File: src/rtl/alu_pkg.sv
// Shared definitions for the 8-bit sequencer around the 4-bit nibble ALU:
// op codes, sequencer FSM states, per-pass op remap and op predicates.
package alu_pkg;

    localparam logic [2:0] ADD_OP = 3'd0;
    localparam logic [2:0] ADC_OP = 3'd1;
    localparam logic [2:0] SUB_OP = 3'd2;
    localparam logic [2:0] SBC_OP = 3'd3;
    localparam logic [2:0] AND_OP = 3'd4;
    localparam logic [2:0] XOR_OP = 3'd5;
    localparam logic [2:0] OR_OP  = 3'd6;
    localparam logic [2:0] CP_OP  = 3'd7;

    typedef enum logic [1:0] {
        IDLE = 2'd0,
        LO   = 2'd1,
        HI   = 2'd2
    } state_t;

    // Returns {lo_op, hi_op}. The high pass always chains the low pass carry,
    // and cp becomes a plain subtract so the difference is available for Z.
    function automatic logic [5:0] remap_op(input logic [2:0] op);
        logic [5:0] r;
        case (op)
            ADD_OP:  r = {ADD_OP, ADC_OP};
            ADC_OP:  r = {ADC_OP, ADC_OP};
            SUB_OP:  r = {SUB_OP, SBC_OP};
            SBC_OP:  r = {SBC_OP, SBC_OP};
            CP_OP:   r = {SUB_OP, SBC_OP};
            default: r = {op, op};
        endcase
        return r;
    endfunction

    // Carry/borrow-producing ops (cp counts: it is a subtract internally).
    function automatic logic is_arith(input logic [2:0] op);
        return (op == ADD_OP) || (op == ADC_OP) || (op == SUB_OP) ||
               (op == SBC_OP) || (op == CP_OP);
    endfunction

    // Ops that set the N flag.
    function automatic logic is_sub(input logic [2:0] op);
        return (op == SUB_OP) || (op == SBC_OP) || (op == CP_OP);
    endfunction

endpackage

File: src/rtl/alu8_sequencer_if.sv
// Request/response bundle between CPU control and the 8-bit ALU sequencer.
// Handshake: a request transfers on a rising clk edge where req_valid and
// req_ready are both high; req_valid while req_ready is low is simply ignored
// (no queuing). done is a one-cycle pulse marking fresh result/flags, which
// then hold until the next done.
interface alu8_sequencer_if;
    logic       req_valid;
    logic       req_ready;
    logic [2:0] req_op;
    logic [7:0] req_a;
    logic [7:0] req_b;
    logic       req_cin;
    logic       done;
    logic [7:0] result;
    logic       flag_z;
    logic       flag_n;
    logic       flag_h;
    logic       flag_c;

    modport master (
        output req_valid, req_op, req_a, req_b, req_cin,
        input  req_ready, done, result, flag_z, flag_n, flag_h, flag_c
    );

    modport slave (
        input  req_valid, req_op, req_a, req_b, req_cin,
        output req_ready, done, result, flag_z, flag_n, flag_h, flag_c
    );
endinterface

File: src/rtl/alu.sv
// Existing 4-bit nibble ALU. cout is carry-out for add/adc and borrow-out for
// sub/sbc/cp; logic ops report cout=0. cp returns a unchanged.
module alu
    import alu_pkg::*;
(
    input  logic [2:0] op,
    input  logic [3:0] a,
    input  logic [3:0] b,
    input  logic       cin,
    output logic [3:0] y,
    output logic       cout
);

    logic [4:0] t;

    // Five-bit arithmetic so bit 4 is the carry or (two's complement) borrow.
    always_comb begin
        t    = 5'd0;
        y    = 4'd0;
        cout = 1'b0;
        case (op)
            ADD_OP: begin
                t    = {1'b0, a} + {1'b0, b};
                y    = t[3:0];
                cout = t[4];
            end
            ADC_OP: begin
                t    = {1'b0, a} + {1'b0, b} + {4'd0, cin};
                y    = t[3:0];
                cout = t[4];
            end
            SUB_OP: begin
                t    = {1'b0, a} - {1'b0, b};
                y    = t[3:0];
                cout = t[4];
            end
            SBC_OP: begin
                t    = {1'b0, a} - {1'b0, b} - {4'd0, cin};
                y    = t[3:0];
                cout = t[4];
            end
            AND_OP: y = a & b;
            XOR_OP: y = a ^ b;
            OR_OP:  y = a | b;
            CP_OP: begin
                t    = {1'b0, a} - {1'b0, b};
                y    = a;
                cout = t[4];
            end
            default: y = 4'd0;
        endcase
    end

endmodule

File: src/rtl/alu8_sequencer.sv
// 8-bit Game Boy style ALU built from two passes through one nibble ALU:
// low nibble in LO, high nibble in HI with the low carry/borrow chained in.
// Result and Z/N/H/C are registered at the end of HI alongside a done pulse.
module alu8_sequencer
    import alu_pkg::*;
#(
    parameter int OP_W   = 3,
    parameter int DATA_W = 8
) (
    input  logic                    clk,
    input  logic                    rst_n,
    alu8_sequencer_if.slave         bus,
    output state_t                  dbg_state
);

    state_t state_q, state_d;

    logic [OP_W-1:0]   op_q;
    logic [DATA_W-1:0] a_q;
    logic [DATA_W-1:0] b_q;
    logic              cin_q;
    logic [3:0]        lo_nib_q;
    logic              lo_carry_q;

    logic [DATA_W-1:0] result_q;
    logic              z_q, n_q, h_q, c_q;
    logic              done_q;

    logic [2:0] lo_op, hi_op;
    logic [2:0] alu_op;
    logic [3:0] alu_a, alu_b, alu_y;
    logic       alu_cin, alu_cout;

    // State register.
    always_ff @(posedge clk or negedge rst_n) begin
        if (!rst_n) state_q <= IDLE;
        else        state_q <= state_d;
    end

    // Next state: accept in IDLE, then always LO -> HI -> IDLE.
    always_comb begin
        state_d = state_q;
        case (state_q)
            IDLE:    if (bus.req_valid) state_d = LO;
            LO:      state_d = HI;
            HI:      state_d = IDLE;
            default: state_d = IDLE;
        endcase
    end

    // Nibble ALU input mux: the pass being executed selects nibbles, op and carry-in.
    always_comb begin
        {lo_op, hi_op} = remap_op(op_q);
        alu_op  = lo_op;
        alu_a   = a_q[3:0];
        alu_b   = b_q[3:0];
        alu_cin = ((op_q == ADC_OP) || (op_q == SBC_OP)) ? cin_q : 1'b0;
        if (state_q == HI) begin
            alu_op  = hi_op;
            alu_a   = a_q[7:4];
            alu_b   = b_q[7:4];
            alu_cin = is_arith(op_q) ? lo_carry_q : 1'b0;
        end
    end

    alu u_alu (
        .op   (alu_op),
        .a    (alu_a),
        .b    (alu_b),
        .cin  (alu_cin),
        .y    (alu_y),
        .cout (alu_cout)
    );

    // Datapath registers: latch request, keep low pass, commit result and flags at HI.
    always_ff @(posedge clk or negedge rst_n) begin
        if (!rst_n) begin
            op_q       <= '0;
            a_q        <= '0;
            b_q        <= '0;
            cin_q      <= 1'b0;
            lo_nib_q   <= 4'd0;
            lo_carry_q <= 1'b0;
            result_q   <= '0;
            z_q        <= 1'b0;
            n_q        <= 1'b0;
            h_q        <= 1'b0;
            c_q        <= 1'b0;
            done_q     <= 1'b0;
        end else begin
            done_q <= 1'b0;
            case (state_q)
                IDLE: begin
                    if (bus.req_valid) begin
                        op_q  <= bus.req_op;
                        a_q   <= bus.req_a;
                        b_q   <= bus.req_b;
                        cin_q <= bus.req_cin;
                    end
                end
                LO: begin
                    lo_nib_q   <= alu_y;
                    lo_carry_q <= alu_cout;
                end
                HI: begin
                    // cp keeps A; Z still reflects the discarded difference.
                    result_q <= (op_q == CP_OP) ? a_q : {alu_y, lo_nib_q};
                    z_q      <= ({alu_y, lo_nib_q} == 8'd0);
                    n_q      <= is_sub(op_q);
                    h_q      <= is_arith(op_q) ? lo_carry_q : (op_q == AND_OP);
                    c_q      <= is_arith(op_q) ? alu_cout : 1'b0;
                    done_q   <= 1'b1;
                end
                default: ;
            endcase
        end
    end

    assign bus.req_ready = (state_q == IDLE);
    assign bus.done      = done_q;
    assign bus.result    = result_q;
    assign bus.flag_z    = z_q;
    assign bus.flag_n    = n_q;
    assign bus.flag_h    = h_q;
    assign bus.flag_c    = c_q;
    assign dbg_state     = state_q;

endmodule

File: src/flat_wrapper.sv
// flat-port wrapper written by rule: the top's interface ports become plain ports
module alu8_sequencer_flat import alu_pkg::*;
#(
    parameter int OP_W   = 3,
    parameter int DATA_W = 8
)
  (clk, rst_n, dbg_state, bus_req_valid, bus_req_op, bus_req_a, bus_req_b, bus_req_cin, bus_req_ready, bus_done, bus_result, bus_flag_z, bus_flag_n, bus_flag_h, bus_flag_c);
  alu8_sequencer_if bus_i ();
  input  logic clk;
  input  logic rst_n;
  output state_t dbg_state;
  input wire logic [$bits(bus_i.req_valid)-1:0] bus_req_valid;
  input wire logic [$bits(bus_i.req_op)-1:0] bus_req_op;
  input wire logic [$bits(bus_i.req_a)-1:0] bus_req_a;
  input wire logic [$bits(bus_i.req_b)-1:0] bus_req_b;
  input wire logic [$bits(bus_i.req_cin)-1:0] bus_req_cin;
  output wire logic [$bits(bus_i.req_ready)-1:0] bus_req_ready;
  output wire logic [$bits(bus_i.done)-1:0] bus_done;
  output wire logic [$bits(bus_i.result)-1:0] bus_result;
  output wire logic [$bits(bus_i.flag_z)-1:0] bus_flag_z;
  output wire logic [$bits(bus_i.flag_n)-1:0] bus_flag_n;
  output wire logic [$bits(bus_i.flag_h)-1:0] bus_flag_h;
  output wire logic [$bits(bus_i.flag_c)-1:0] bus_flag_c;
  assign bus_i.req_valid = bus_req_valid;
  assign bus_i.req_op = bus_req_op;
  assign bus_i.req_a = bus_req_a;
  assign bus_i.req_b = bus_req_b;
  assign bus_i.req_cin = bus_req_cin;
  assign bus_req_ready = bus_i.req_ready;
  assign bus_done = bus_i.done;
  assign bus_result = bus_i.result;
  assign bus_flag_z = bus_i.flag_z;
  assign bus_flag_n = bus_i.flag_n;
  assign bus_flag_h = bus_i.flag_h;
  assign bus_flag_c = bus_i.flag_c;
  alu8_sequencer #(.OP_W(OP_W), .DATA_W(DATA_W)) u_core (.clk(clk), .rst_n(rst_n), .bus(bus_i), .dbg_state(dbg_state));
endmodule
File: config.mk
export PLATFORM = sky130hd
export DESIGN_NAME = alu8_sequencer_flat
export DESIGN_NICKNAME = d
export VERILOG_FILES = /design/src/rtl/alu_pkg.sv /design/src/rtl/alu8_sequencer_if.sv /design/src/rtl/alu.sv /design/src/rtl/alu8_sequencer.sv /design/src/flat_wrapper.sv
export SDC_FILE = /design/constraint.sdc
export NUM_CORES = 1
export LEC_CHECK = 0
export CELL_PAD_IN_SITES_DETAIL_PLACEMENT = 0
export CELL_PAD_IN_SITES_GLOBAL_PLACEMENT = 1
export CORE_MARGIN = 4
export CORE_UTILIZATION = 41
export CTS_CLUSTER_SIZE = 30
export DETAILED_ROUTE_END_ITERATION = 10
export PLACE_DENSITY = 0.9
export SKIP_LAST_GASP = 1
export SYNTH_ARGS = -nofsm -noshare
export SYNTH_HDL_FRONTEND = slang
export SYNTH_HIERARCHICAL = 1
export SYNTH_SLANG_ARGS = --single-unit
File: constraint.sdc
create_clock -name clk -period 3.33 [get_ports clk]
set_input_delay 0.333 -clock clk [delete_from_list [all_inputs] [get_ports clk]]
set_output_delay 0.333 -clock clk [all_outputs]
set_load 0.02 [all_outputs]
Word-level counts from Yosys, hierarchy flattened. Index checks and enable logic that the tools add are counted.

Reduce and logical (&&, ||, !) cells: 14. Equality and inequality tests: 15. Add/subtract/negate cells: 4. Mux-type cells: 15. Bitwise logic cells: 3.

Operator list (count): 4-bit one-hot mux with 8 select lines (1); 6-bit one-hot mux with 4 select lines (1); 3-bit == test, second input constant (6); 3-bit by 2-bit == test with 1-bit output, second input constant (4); 8-bit logical NOT (1); 4-bit 2-to-1 mux (2); 8-bit 2-to-1 mux (1); 1-bit logical OR (7); 3-bit by 1-bit == test with 1-bit output, second input constant (2); 3-bit logical NOT (2); 1-bit 2-to-1 mux (6); 4-bit by 4-bit adder with 5-bit output (1); 5-bit by 1-bit adder with 5-bit output (1); 4-bit by 4-bit subtractor with 5-bit output (1); 5-bit by 1-bit subtractor with 5-bit output (1); 4-bit bitwise AND (1); 4-bit bitwise OR (1); 1-bit one-hot mux with 4 select lines (1); 2-bit one-hot mux with 2 select lines (1); 2-bit OR reduction (2); 4-bit XOR (1); 3-bit 2-to-1 mux (1); 2-bit by 1-bit == test with 1-bit output, second input constant (1); 2-bit == test, second input constant (1); other kinds (4) (4).

Bits in registers: 40. Logic and storage cells: 64. Output and inout port bits: 16.

Longest topological paths before layout.
Depth after elaboration: 10. Gate-level depth with buffers: 17.

By module. Netlist, hierarchy kept.

Modules (own cells, without submodules): alu8_sequencer (area each 1740.4 µm², seq. area each 1001.0 µm², cells an instance 173, times used 1); alu (area each 809.5 µm², seq. area each 0.0 µm², cells an instance 111, times used 1).

Worst setup path after synthesis. No wires, ideal clock.

Path type: register to register. Start point: reg u_core.state_q[0], in the netlist u_core/dbg_state[0]. End point: reg u_core.z_q, in the netlist u_core/bus.flag_z. Clock period less this slack: 3.071 ns. Buffers on the path: 1. Arrival time: 3.005 ns. Library setup time: 0.065 ns. Cell stages (with the launch flop): 18. Path slack: 0.259 ns. Cells stage by stage: dfrtp_1 > nand2b_1 > inv_1 > buf_2 > nand2_1 > nand2_1 > inv_1 > ha_1 > fa_1 > xnor2_2 > nand2_1 > a41oi_1 > o21ai_1 > nor3_1 > nor3_1 > nor4_1 > nand3_1 > nand2_1.

Cells in the longest elaborated chain, start to end: 6. Elaborated cells on any way between the ends: 22. Those cells by class: 4 x add/sub; 8 x eq/ne; 5 x mux; 3 x bitwise; 2 x reduce/logical.

RTL lines: from (decl) (line alu8_sequencer.sv:16) `state_t state_q, state_d;`; from (signal assigned) (line alu8_sequencer.sv:37) `else state_q <= state_d;`; 2-bit == test * (line alu8_sequencer.sv:58) `if (state_q == HI) begin`; 4-bit 2-to-1 mux * (line alu8_sequencer.sv:58); net u_core.alu_a[0] (line alu8_sequencer.sv:31) `logic [3:0] alu_a, alu_b, alu_y;`; 4-bit by 4-bit subtractor with 5-bit output or 4-bit by 4-bit adder with 5-bit output (tied branches); 5-bit by 1-bit subtractor with 5-bit output or 5-bit by 1-bit adder with 5-bit output (tied branches) (line alu.sv:38, alu.sv:28); 4-bit one-hot mux with 8 select lines * (line alu.sv:21) `case (op)`; net u_core.alu_y[2] (line alu8_sequencer.sv:31); 8-bit logical NOT * (line alu8_sequencer.sv:108) `z_q <= ({alu_y, lo_nib_q} == 8'd0);`; to (signal assigned) (line alu8_sequencer.sv:108); to (decl) (line alu8_sequencer.sv:26) `logic z_q, n_q, h_q, c_q;`.

Mark *: on every way through the listed nets, which the timed path passes. The rest lies on a longest branch. A chain may end at the register's enable or synchronous reset.

Worst setup path in the final report.
Start point: reg u_core.state_q[0], in the netlist u_core/dbg_state[0]. End point: reg u_core.z_q, in the netlist u_core/bus.flag_z.

Cells in the longest elaborated chain, start to end: 6. Elaborated cells on any way between the ends: 22. Those cells by class: 4 x add/sub; 8 x eq/ne; 5 x mux; 3 x bitwise; 2 x reduce/logical.

RTL lines (line): 2-bit == test * (alu8_sequencer.sv:58); 4-bit 2-to-1 mux * (alu8_sequencer.sv:58); net u_core.alu_b[0] (alu8_sequencer.sv:31); 4-bit by 4-bit subtractor with 5-bit output or 4-bit by 4-bit adder with 5-bit output (tied branches); 5-bit by 1-bit subtractor with 5-bit output or 5-bit by 1-bit adder with 5-bit output (tied branches) (alu.sv:38, alu.sv:28); 4-bit one-hot mux with 8 select lines * (alu.sv:21); net u_core.alu_y[1] (alu8_sequencer.sv:31); 8-bit logical NOT * (alu8_sequencer.sv:108).

Marks and branches as above.

==> impl_metrics.json <==
{
  "outcome": "finished clean",
  "dieHeight_um": 86.9,
  "finalSetupViolCount": 0,
  "viasPerCell": 5.29,
  "cellLeakagePower_nw": 1.43,
  "routed-via-count": 2104,
  "h-tree-depth": 2,
  "synth_compound_area_frac": 0.141,
  "die_x_um": 86.9,
  "postCtsSetupBuffers": 0,
  "grt_use_total": 0.167,
  "clk_latency_ns": 0.30,
  "row_count": 28,
  "yosys_register_bits": 40,
  "cp_max_fo": 6,
  "synthCells": 284,
  "portBuffers": 38,
  "synth_enable_flop_cells": 0,
  "report.final.slew_viol_count": 0,
  "place_ws_ns": 0.252,
  "maxCapViolCount": 0,
  "clock_path_buffers": 2,
  "cts_tree": "built",
  "wire_per_inst_um": 15.0,
  "yosysWarningCount": 6,
  "area_growth_pct": 22.0,
  "finalCritPeriodShare": 0.923,
  "syn-num-nets": 325,
  "cts.reportedPaths.clkPinSlew_ns": 0.08,
  "synthArstFlopShare": 1.00,
  "drive_gt1_frac": 0.105,
  "drtIter0Drc": 208,
  "rr_startpoint": "u_core/dbg_state[0]",
  "dieArea_um2": 7550,
  "hpwl_um": 4570,
  "gp_congestion": 0.835,
  "r2r-end": "u_core/bus.flag_z",
  "drc": 0,
  "cp.arrival_ns": 3.31,
  "tns_ns": 0,
  "grt_start_max_net_pins": 41,
  "coreArea_um2": 5990,
  "antenna_found_initial": 0,
  "crit_type": "register to register",
  "reg2reg_slack_ns": 0.26,
  "initial_core_util": 0.426,
  "synthMuxAreaShare": 0.0962,
  "antenna_left": 0,
  "r2r_cells": 16,
  "yosysSeqAreaShare": 0.393,
  "max_freq_mhz": 325,
  "cts_buffers": 5,
  "startpoint_type": "register",
  "n_antenna_cell": 0,
  "power.density_nw_per_um2": 872,
  "synthFlopType": "dfrtp_1",
  "synth_area_per_cell_um2": 8.98,
  "synth_top_family_by_area": "simple AND/OR/NAND/NOR gates",
  "setup_ws_ns": 0.257,
  "tightest_slew_ns": 0.864,
  "ys_types": 48,
  "peakVddDrop_mv": 0.381,
  "wirelength_um": 5980,
  "grt_pass1_wl_um": 9890,
  "crit_required_ns": 3.57,
  "synth_fa_ha_area_frac": 0.0942,
  "fin_nets": 363,
  "dr.pass1.iters": 4,
  "fin_skew_ns": 0.00713,
  "maxSlewHeadroom": 0.424,
  "hold_path_class": "input pin to async pin",
  "syn-cell-area_um2": 2550,
  "first_global_vias": 2034,
  "finalCriticalPeriod_ns": 3.07,
  "cts_root_buf": "clkbuf_8",
  "rsz0062_at_grt": "false",
  "yosys.area_share.simple": 0.175,
  "grt-ovfl-total": 0,
  "finalHoldViolCount": 0,
  "cts.sinks": 40,
  "end_kind": "register",
  "synthXorXnorAreaFrac": 0.0334,
  "io_pins": 39
}
## area by class of cell
class                   instances  area (µm²)
clock buffers                   5        68.8
inverters                      19        71.3
repair buffers                 46         437
fillers                       553        2880
multi-input cells             210        1400
well taps                      75        93.8
flip-flops and latches         40        1000
clock inverters                 3        42.5
## repair_timing
item	in CTS	in global routing
resized for setup	0	7
setup endpoints to repair	0	2
hold buffers	0	0
## state kept, by name, indices dropped and copies added (netlist names), 2 cells and up
| register | flops |
|---|---|
| u_core/dbg_state | 2 |
| u_core/lo_nib_q | 4 |
| u_core/op_q | 3 |
| u_core/a_q | 8 |
| u_core/bus.result | 8 |
| u_core/b_q | 8 |
## power breakdown
group / internal (mW) / total [mW] / switching, mW
sequential: 0.649 / 0.766 / 0.117
clock: 0.222 / 0.400 / 0.178
combinational: 0.661 / 1.55 / 0.886
total: 1.53 / 2.71 / 1.18
## placed cells by master, fill, tap and decap left out, types with 5 or more instances in the layout
cell,synthesis,layout
a21oi_1,24,24
buf_4,3,6
clkbuf_8,1,5
clkdlybuf4s50_1,0,37
dfrtp_1,40,40
ha_1,16,15
inv_1,16,15
mux2_1,19,19
nand2_1,66,66
nand3_1,7,7
nor2_1,15,15
o21ai_0,7,7
## cell usage after synthesis (4+ instances only)
cell / instances / area share
nand2_1: 66 / 0.097
dfrtp_1: 40 / 0.39
a21oi_1: 24 / 0.047
mux2_1: 19 / 0.084
ha_1: 16 / 0.079
inv_1: 16 / 0.024
nor2_1: 15 / 0.022
buf_2: 7 / 0.014
nand3_1: 7 / 0.014
o21ai_0: 7 / 0.014
a31oi_1: 4 / 0.0098
## worst max-delay path: stages, from the launching register on
cell      delay [ns]
dfrtp_1         0.38
nand2b_1        0.20
inv_2           0.13
buf_4           0.15
nand2_1         0.05
nand2_1         0.10
ha_2            0.20
inv_1           0.05
fa_1            0.51
inv_1           0.07
ha_1            0.29
a21oi_1         0.12
a21oi_1         0.08
a21o_1          0.21
nor4_2          0.27
nand3_1         0.11
nand2_1         0.08
## routing by layer
metal / up-vias / part of all wire / wire [µm] / global-route usage
li1: 1040 / - / - / -
met1: 989 / 0.45 / 2680 / 0.224
met2: 63 / 0.47 / 2810 / 0.263
met3: 12 / 0.063 / 374 / 0.0397
met4: 0 / 0.020 / 117 / 0.0609
met5: - / 0 / 0 / 0
## worst max path at each step
stage                        startpoint                 to
floorplan           u_core/dbg_state[0]  u_core/bus.flag_z
global placement    u_core/dbg_state[0]  u_core/bus.flag_z
detailed placement  u_core/dbg_state[0]  u_core/bus.flag_z
CTS                 u_core/dbg_state[0]  u_core/bus.flag_z
global route        u_core/dbg_state[0]  u_core/bus.flag_z
finish              u_core/dbg_state[0]  u_core/bus.flag_z
## cell families (layout without fill, tap and decap cells)
family | count (synthesis) | after routing
simple gates | 104 | 104
compound gates | 58 | 58
flops | 40 | 40
buf+inv | 34 | 73
mux | 22 | 22
fa+ha+maj | 18 | 18
xor+xnor | 8 | 8
## through the flow
step	cell area (µm²)	hold slack, ns	cells	total power, mW	utilization
after global routing	3110	0.223	398	2.93	0.519
after CTS	3080	0.173	397	2.69	0.514
after global placement	2970	0.473	389	2.25	0.496
after detailed placement	2970	0.476	389	2.28	0.496
after floorplan	2550	0.0374	284	1.85	-
final	3110	0.139	398	2.71	0.519
No activity file was read; power rests on OpenSTA's default activity.
